$ cat src/rtl/fetch_unit.sv
// Instruction fetch stage: PC register, req/ack instruction memory read, one-entry hold buffer for decode.
// Optional macro FETCH_ADDR_CHECK_EN enables fetch address checking (misaligned / out-of-range -> exc_adel).
module fetch_unit #(
  parameter logic [31:0] RESET_PC = 32'h0000_3000,
  parameter logic [31:0] IMEM_LO  = 32'h0000_3000,
  parameter logic [31:0] IMEM_HI  = 32'h0000_6FFF
) (
  input  logic        clk,
  input  logic        reset_n,
  output logic [31:0] pc,
  input  logic [31:0] npc,
  output logic        imem_req,
  output logic [31:0] imem_addr,
  input  logic        imem_ack,
  input  logic [31:0] imem_rdata,
  output logic [31:0] instr,
  output logic        instr_valid,
  input  logic        instr_ready,
  output logic        exc_adel
);

`ifdef FETCH_ADDR_CHECK_EN
  localparam bit CHECK_EN = 1'b1;
`else
  localparam bit CHECK_EN = 1'b0;
`endif

  typedef enum logic [1:0] {IDLE, REQ, HOLD} state_t;

  state_t      state, state_nxt;
  logic [31:0] pc_q, instr_q;
  logic        exc_q;
  logic        bad;

  // Decoded from the registered pc only, so no input reaches an output combinationally.
  assign bad = CHECK_EN && ((pc_q[1:0] != 2'b00) || (pc_q < IMEM_LO) || (pc_q > IMEM_HI));

  always_comb begin
    state_nxt = state;
    case (state)
      IDLE:    state_nxt = REQ;
      REQ:     if (bad || imem_ack) state_nxt = HOLD;
      HOLD:    if (instr_ready) state_nxt = REQ;
      default: state_nxt = IDLE;
    endcase
  end

  always_ff @(posedge clk or negedge reset_n) begin
    if (!reset_n) begin
      state   <= IDLE;
      pc_q    <= RESET_PC;
      instr_q <= 32'h0;
      exc_q   <= 1'b0;
    end else begin
      state <= state_nxt;
      if (state == REQ) begin
        // A bad address completes locally without touching memory.
        if (bad) begin
          instr_q <= 32'h0;
          exc_q   <= 1'b1;
        end else if (imem_ack) begin
          instr_q <= imem_rdata;
          exc_q   <= 1'b0;
        end
      end
      if (state == HOLD && instr_ready) pc_q <= npc;
    end
  end

  assign pc          = pc_q;
  assign imem_addr   = pc_q;
  assign imem_req    = (state == REQ) && !bad;
  assign instr_valid = (state == HOLD);
  assign instr       = instr_q;
  assign exc_adel    = CHECK_EN & exc_q;

endmodule

$ cat config.mk
export PLATFORM = sky130hd
export DESIGN_NAME = fetch_unit
export DESIGN_NICKNAME = d
export VERILOG_FILES = /design/src/rtl/fetch_unit.sv
export SDC_FILE = /design/constraint.sdc
export NUM_CORES = 1
export LEC_CHECK = 0
export ABC_AREA = 1
export CAP_MARGIN = 0
export CORE_MARGIN = 2
export CORE_UTILIZATION = 39
export CTS_CLUSTER_SIZE = 40
export DETAILED_ROUTE_END_ITERATION = 7
export PLACE_DENSITY_LB_ADDON = 0.08
export SETUP_SLACK_MARGIN = 0.3
export SLEW_MARGIN = 5
export SYNTH_ARGS = -nofsm -noshare
export SYNTH_HDL_FRONTEND = slang
export SYNTH_SLANG_ARGS = --single-unit
$ cat constraint.sdc
create_clock -name clk -period 1.28 [get_ports clk]
set_clock_uncertainty 0.15 [all_clocks]
set_input_delay 0.256 -clock clk [delete_from_list [all_inputs] [get_ports clk]]
set_output_delay 0.256 -clock clk [all_outputs]
set_load 0.02 [all_outputs]
==> impl_results.md, run 1 <==
- Status: complete, but fails checks
- Violated checks: negative setup slack
- Die width: 93 µm
- Largest net degree at the start of global routing: 67
- Clk pwr share: 11.8%
- H-tree levels: 3
- Hold WC Path Type: in2reg
- CTS buffer count: 9
- CTS tree: built
- Switching share of power: 40.92%
- Final Power: 14410 µW
- Setup TNS: -8.775 ns
- Combinational group share of total power: 59.6%
- Critical path endpoint category: output pin
- Worst-path clk slew: 0.07 ns
- PortBufs: 165
- Unrepaired setup endpoints after global routing: true
- Max frequency: 0.6813 GHz
- Sequential area share after synthesis: 53.54%
- Diode count: 0
- Total GRT Usage: 20.38%
- Drt total wl: 9.214 mm
- WP data required: 0.87 ns
- Final nets: 562
- Aggregate global routing overflow: 0
- Post-synth net total: 400
- Core ar.: 7687 µm²
- Initial Util: 40.19%
- Count of final setup violators: 131
- Peak supply drop: 1.807 mV
- Multiplexer share of the synthesized area: 0%
- Ports: 167
- Switching pwr: 5898 µW
- Area of the multi-input gates: 988.4 µm²
- Number of DRC markers in iteration 0: 107
- Internal power: 8514 µW
- Max clock buf depth: 2
- CP arrival: 1.06 ns
- Final worst slack: -0.1877 ns
- Final ANT Viol Nets: 0
- Crit Path Max Fanout: 3
- Nature of the critical path startpoint: register
- Adder-cell share of the synthesized area: 0%
- Worst-skew pair later-pin latency: 0.32 ns
- FF+latch area: 1694 µm²
- Reg power frac: 28.6%
- DIE AREA: 8649 µm²
- Crit Path Category: reg2out
- Detail Placement HPWL: 5.732 mm
- Ratio of cells with drive above 1 in the final layout: 42.08%
- DR pass1 iterations: 5
- Post-Place Cells: 560
- Leak pwr: 0.002654 µW
- Slew Limit Fails: 0
- Chip height: 93 µm
- # DRC: 0
- Yosys reg bits: 66
- GPL Wtd Cong: 0.7549
- Drt wl/cell: 15.33 µm
- Finished Layout Cells: 601
- Power Density: 2694 nW/µm²
- Pre-CTS setup slack: -0.3612 ns
- Max cap viols: 0
- Post-Syn Area per Cell: 9.305 µm²
- Netlist cell types: 14
- Cells after synthesis: 332
- Largest family of logic cells by synthesized area: simple AND/OR/NAND/NOR gates
- XOR/XNOR Fraction of Synth Area: 0%
- Root buffer cell: clkbuf_8
- Compound-gate portion of the synthesized area: 0.3240%
- Final hold viol count: 0
- First-pass GRT wire length: 14.03 mm
- Period utilization: 114.7%
- Initial antenna violation count: 0
- Area growth, synth to finish: 73.15%
- # fillers: 586
- Post-Synth Simple-Gate Area: 30.94%
- Placement Rows: 32
- Via count: 2933
- Vias in the first global route: 2759
- Syn. warnings: 0
- Number of clock sinks: 66
- Clock period minus worst slack: 1.468 ns
- Via density: 4.880
- Post-Syn Area: 3089 µm²
power groups by stage:
stage	Clock, µW	Combinational (µW)	Sequential (µW)
CTS	1750	8150	4080
detailed placement	0	7360	3860
finish	1700	8590	4130
global placement	0	7270	3820
global route	1850	9080	4260
floorplan	0	3480	5010
cell families (layout without fill, tap and decap cells):
kind of cell | Yosys count | in the layout
flops | 66 | 66
other cells | 1 | 1
buf+inv | 65 | 232
simple gates | 198 | 198
compound gates | 2 | 2
per-layer routing:
layer / share of wire (%) / global-route usage (%)
met1: 42 / 26.65
met2: 50 / 33.09
met3: 7.2 / 5.641
met4: 0.87 / 6.250
met5: 0 / 0
Yosys cell counts:
| cell | n | area [µm²] |
|---|---|---|
| buf_6 | 8 | 90.09 |
| nor2_1 | 1 | 3.750 |
| nand4_1 | 64 | 400.4 |
| buf_4 | 34 | 255.2 |
| o21ai_0 | 2 | 10.01 |
| inv_6 | 2 | 17.52 |
| dfstp_2 | 2 | 52.55 |
| dfrtp_1 | 64 | 1602 |
| conb_1 | 1 | 3.750 |
| nand3_4 | 2 | 35.03 |
| nand2_2 | 10 | 62.56 |
| buf_2 | 19 | 95.09 |
| nand2_1 | 121 | 454.2 |
| inv_1 | 2 | 7.510 |
critical path, cell delays in order, from the launching register on:
cell and delay, ns:
dfrtp_2 0.45, inv_8 0.08, nand2_4 0.05, inv_2 0.05, buf_6 0.11
stage by stage:
stage / cell area [µm²] / util [%] / hold WS, ns
6_report: 5349 / 69.58 / 0.3064
5_1_grt: 5349 / 69.58 / 0.3065
4_1_cts: 5146 / 66.94 / 0.2889
3_5_place_dp: 4681 / 60.89 / 0.1575
3_3_place_gp: 4681 / 60.89 / 0.1541
2_1_floorplan: 3252 / - / -0.1896
worst paths after layout:
| path | from | end | slack (ns) | depth (start not counted) |
|---|---|---|---|---|
| min in group asynchronous | reset_n | imem_addr[1] | 0.36 | 3 |
| max reg2reg | state[1] | instr[18] | -0.17 | 6 |
| min | npc[12] | imem_addr[12] | 0.31 | 3 |
| min reg2reg | imem_addr[13] | imem_addr[13] | 0.34 | 2 |
| max | state[0] | instr_valid | -0.19 | 4 |
| max in group asynchronous | reset_n | imem_addr[12] | 0.37 | 3 |
layout by cell type, fill, tap and decap left out, drive strengths merged:
master         count
buf              141
bufbuf             2
bufinv             1
clkbuf            15
clkdlybuf4s50     65
clkinv             3
conb               1
dfrtp             64
dfstp              2
dlygate4sd3        1
dlymetal6s2s       1
inv                3
nand2            131
nand3              2
nand4             64
nor2               1
o21ai              2
repair_timing:
action / in CTS / in global routing
buffers inserted: 15 / 5
endpoints found under the setup margin: 164 / 198
gates cloned: 2 / 2
hold endpoints to repair: 64 / 0
gates resized for setup: 576 / 34
hold buffers: 1 / 0
pin swaps: 2 / 1
cell type report:
| type | count | share of cell area (%) |
|---|---|---|
| clock buffers | 13 | 2.784 |
| inverters | 4 | 0.6550 |
| well taps | 102 | 2.386 |
| clock inverters | 3 | 0.7485 |
| flip-flops and latches | 66 | 31.67 |
| repair buffers | 212 | 43.27 |
| multi-input cells | 201 | 18.48 |
registers in the layout, summed over array words and instances (netlist names):
register   count
imem_addr     32
instr         32
state          2
Power figures use the tool's default switching activity.
==> run 2: changes to the inputs <==
==> constraint.sdc (replaced) <==
create_clock -name clk -period 1.28 [get_ports clk]
set_clock_uncertainty 0.15 [all_clocks]
set_input_delay 0.384 -clock clk [delete_from_list [all_inputs] [get_ports clk]]
set_output_delay 0.384 -clock clk [all_outputs]
set_load 0.02 [all_outputs]
==> run 2 against run 1 <==
The run ends with negative hold slack, negative setup slack left. Hold slack got worse by 0.43 ns. Combinational power rose by 4.7%. Power up 3.2%. Die area is the same. Non-clock buffer count up 18. Final cell count is 3.0% higher. First-iteration DRC count up 29%. Register-to-register slack worse by 0.09 ns. Sequential cell count is the same. Critical path type unchanged. Critical endpoint is now imem_req.
==> impl_results.md, run 2 (synthesized netlist as in run 1, its figures left out) <==
- Status: complete, but fails checks
- Violated checks: negative hold slack, negative setup slack
- Count of final setup violators: 163 (+24%)
- Chip height: 93 µm (unchanged)
- Worst-skew pair later-pin latency: 0.33 ns (about the same)
- Largest net degree at the start of global routing: 43 (-36%)
- Finished Layout Cells: 619 (+3.0%)
- Detail Placement HPWL: 5.871 mm (+2.4%)
- PortBufs: 165 (unchanged)
- Final Util: 71.70% (+2.1 points)
- R2r setup slk: -0.26 ns (-0.09 ns)
- DR pass1 iterations: 4 (-1)
- Final nets: 580 (+3.2%)
- Ports: 167 (unchanged)
- Most frequent cells in the layout: 102 x buf_6, 99 x nand2_1, 65 x clkdlybuf4s50_1, 64 x nand4_1, 50 x buf_4
- CP arrival: 1.08 ns (+0.02 ns)
- Peak supply drop: 1.459 mV (-19%)
- Area growth, synth to finish: 78.41%
- Final hold viol count: 64 (+64)
- Via density: 4.863 (-0.36%)
- Aggregate global routing overflow: 0 (unchanged)
- GPL Wtd Cong: 0.7433 (-1.5%)
- Max frequency: 0.6208 GHz (-8.9%)
- Max cap viols: 0 (unchanged)
- Hold WC Path Type: in2async
- Drt total wl: 9.648 mm (+4.7%)
- Initial Util: 40.19% (unchanged)
- Post-Place Cells: 566 (+1.1%)
- Period utilization: 125.8% (+11 points)
- # DRC: 0 (unchanged)
- Nature of the critical path startpoint: register
- Unrepaired setup endpoints after global routing: true
- Initial antenna violation count: 0 (unchanged)
- H-tree levels: 3 (unchanged)
- Root buffer cell: clkbuf_8
- Crit Path Category: reg2out
- First-pass GRT wire length: 13.72 mm (-2.2%)
- Max clock buf depth: 2 (unchanged)
- CTS tree: built
- Final worst slack: -0.3307 ns (-0.1430 ns)
- DIE AREA: 8649 µm² (unchanged)
- Slew Limit Fails: 0 (unchanged)
- Placement Rows: 32 (unchanged)
- Total GRT Usage: 20.20% (-0.18 points)
- Number of clock sinks: 66 (unchanged)
- Power Density: 2698 nW/µm² (+0.13%)
- Ratio of cells with drive above 1 in the final layout: 48.36% (+6.3 points)
- Leak pwr: 0.002725 µW (+2.7%)
- Clock period minus worst slack: 1.611 ns (+0.1430 ns)
- Die width: 93 µm (unchanged)
- WHS: -0.1278 ns (-0.4342 ns)
- Drt wl/cell: 15.59 µm (+1.7%)
- # fillers: 606 (+3.4%)
- Core ar.: 7687 µm² (unchanged)
- Number of DRC markers in iteration 0: 138 (+29%)
- R2R depth: 8 (+2)
- Worst-path clk slew: 0.07 ns (about the same)
- Final Power: 14870 µW (+3.2%)
- Final ANT Viol Nets: 0 (unchanged)
- Crit Path Max Fanout: 4 (+1)
- Via count: 3010 (+2.6%)
- Diode count: 0 (unchanged)
- Critical path endpoint category: output pin
- WP data required: 0.75 ns (-0.12 ns)
- CTS buffer count: 9 (unchanged)
- Most common cell after layout, fill and taps aside: buf_6
- Vias in the first global route: 2843 (+3.0%)
- Pre-CTS setup slack: -0.4713 ns (-0.1101 ns)
-- run 2: cell types whose count changed in the layout (fill, tap and decap cells not counted) --
cell and delta:
buf_6 +4, clkinv_8 -1, clkbuf_16 +2, buf_4 +16, inv_4 +1, bufbuf_16 -2, buf_12 -2, dlygate4sd3_1 -1
inv_6 +1, inv_2 -1, nand2_2 +21, nand2_1 -21, buf_8 +1
-- run 2: worst paths after layout --
| path | start | to |
|---|---|---|
| max reg2reg | state[0] | imem_addr[7] |
| min in group clk | imem_addr[13] | imem_addr[13] |
| min reg2reg | imem_addr[13] | imem_addr[13] |
| min | reset_n | instr[22] |
| max | state[1] | imem_req |
| max in group asynchronous | reset_n | imem_addr[12] |
-- run 2: cell type report --
class | count | area [µm²] | area share, %
well taps | 102 | 127.6 | 2.316
clock inverters | 3 | 40.04 | 0.7264
repair buffers | 230 | 2430 | 44.09
multi-input cells | 201 | 1041 | 18.89
flip-flops and latches | 66 | 1694 | 30.74
inverters | 4 | 30.03 | 0.5448
clock buffers | 13 | 148.9 | 2.701
-- run 2: stage by stage --
stage | hold WS (ns) | instance area [µm²] | setup TNS, ns
global placement | 0.2441 | 4728 | -43.49
detailed placement | 0.2458 | 4728 | -44.74
global route | -0.1053 | 5512 | -36.32
CTS | -0.1252 | 5064 | -31.12
finish | -0.1278 | 5512 | -28.95
floorplan | -0.06159 | 3286 | 0
-- run 2: critical path, stage by stage (launching register included) --
cell and delay (ns):
dfrtp_2 0.47, nor2_4 0.15, buf_6 0.13
-- run 2: routing by layer --
layer  vias to the layer above  wire length [µm]  track usage (%)
li1                       1440                 -                -
met1                      1450              3932            24.38
met2                       113              4853            33.27
met3                         7               792            7.252
met4                         0                70            7.475
met5                         -                 0                0
-- run 2: where the power goes --
| part | internal (µW) | switching, µW |
|---|---|---|
| Clock | 950 | 779 |
| Sequential | 3170 | 987 |
| Combinational | 4670 | 4320 |
-- run 2: repair_timing --
item / CTS / global route
pin swaps: 0 / 1
gates resized for setup: 580 / 46
gates cloned: 0 / 6
setup buffers: 7 / 24
endpoints found under the setup margin: 164 / 164
hold endpoints to repair: 64 / 64
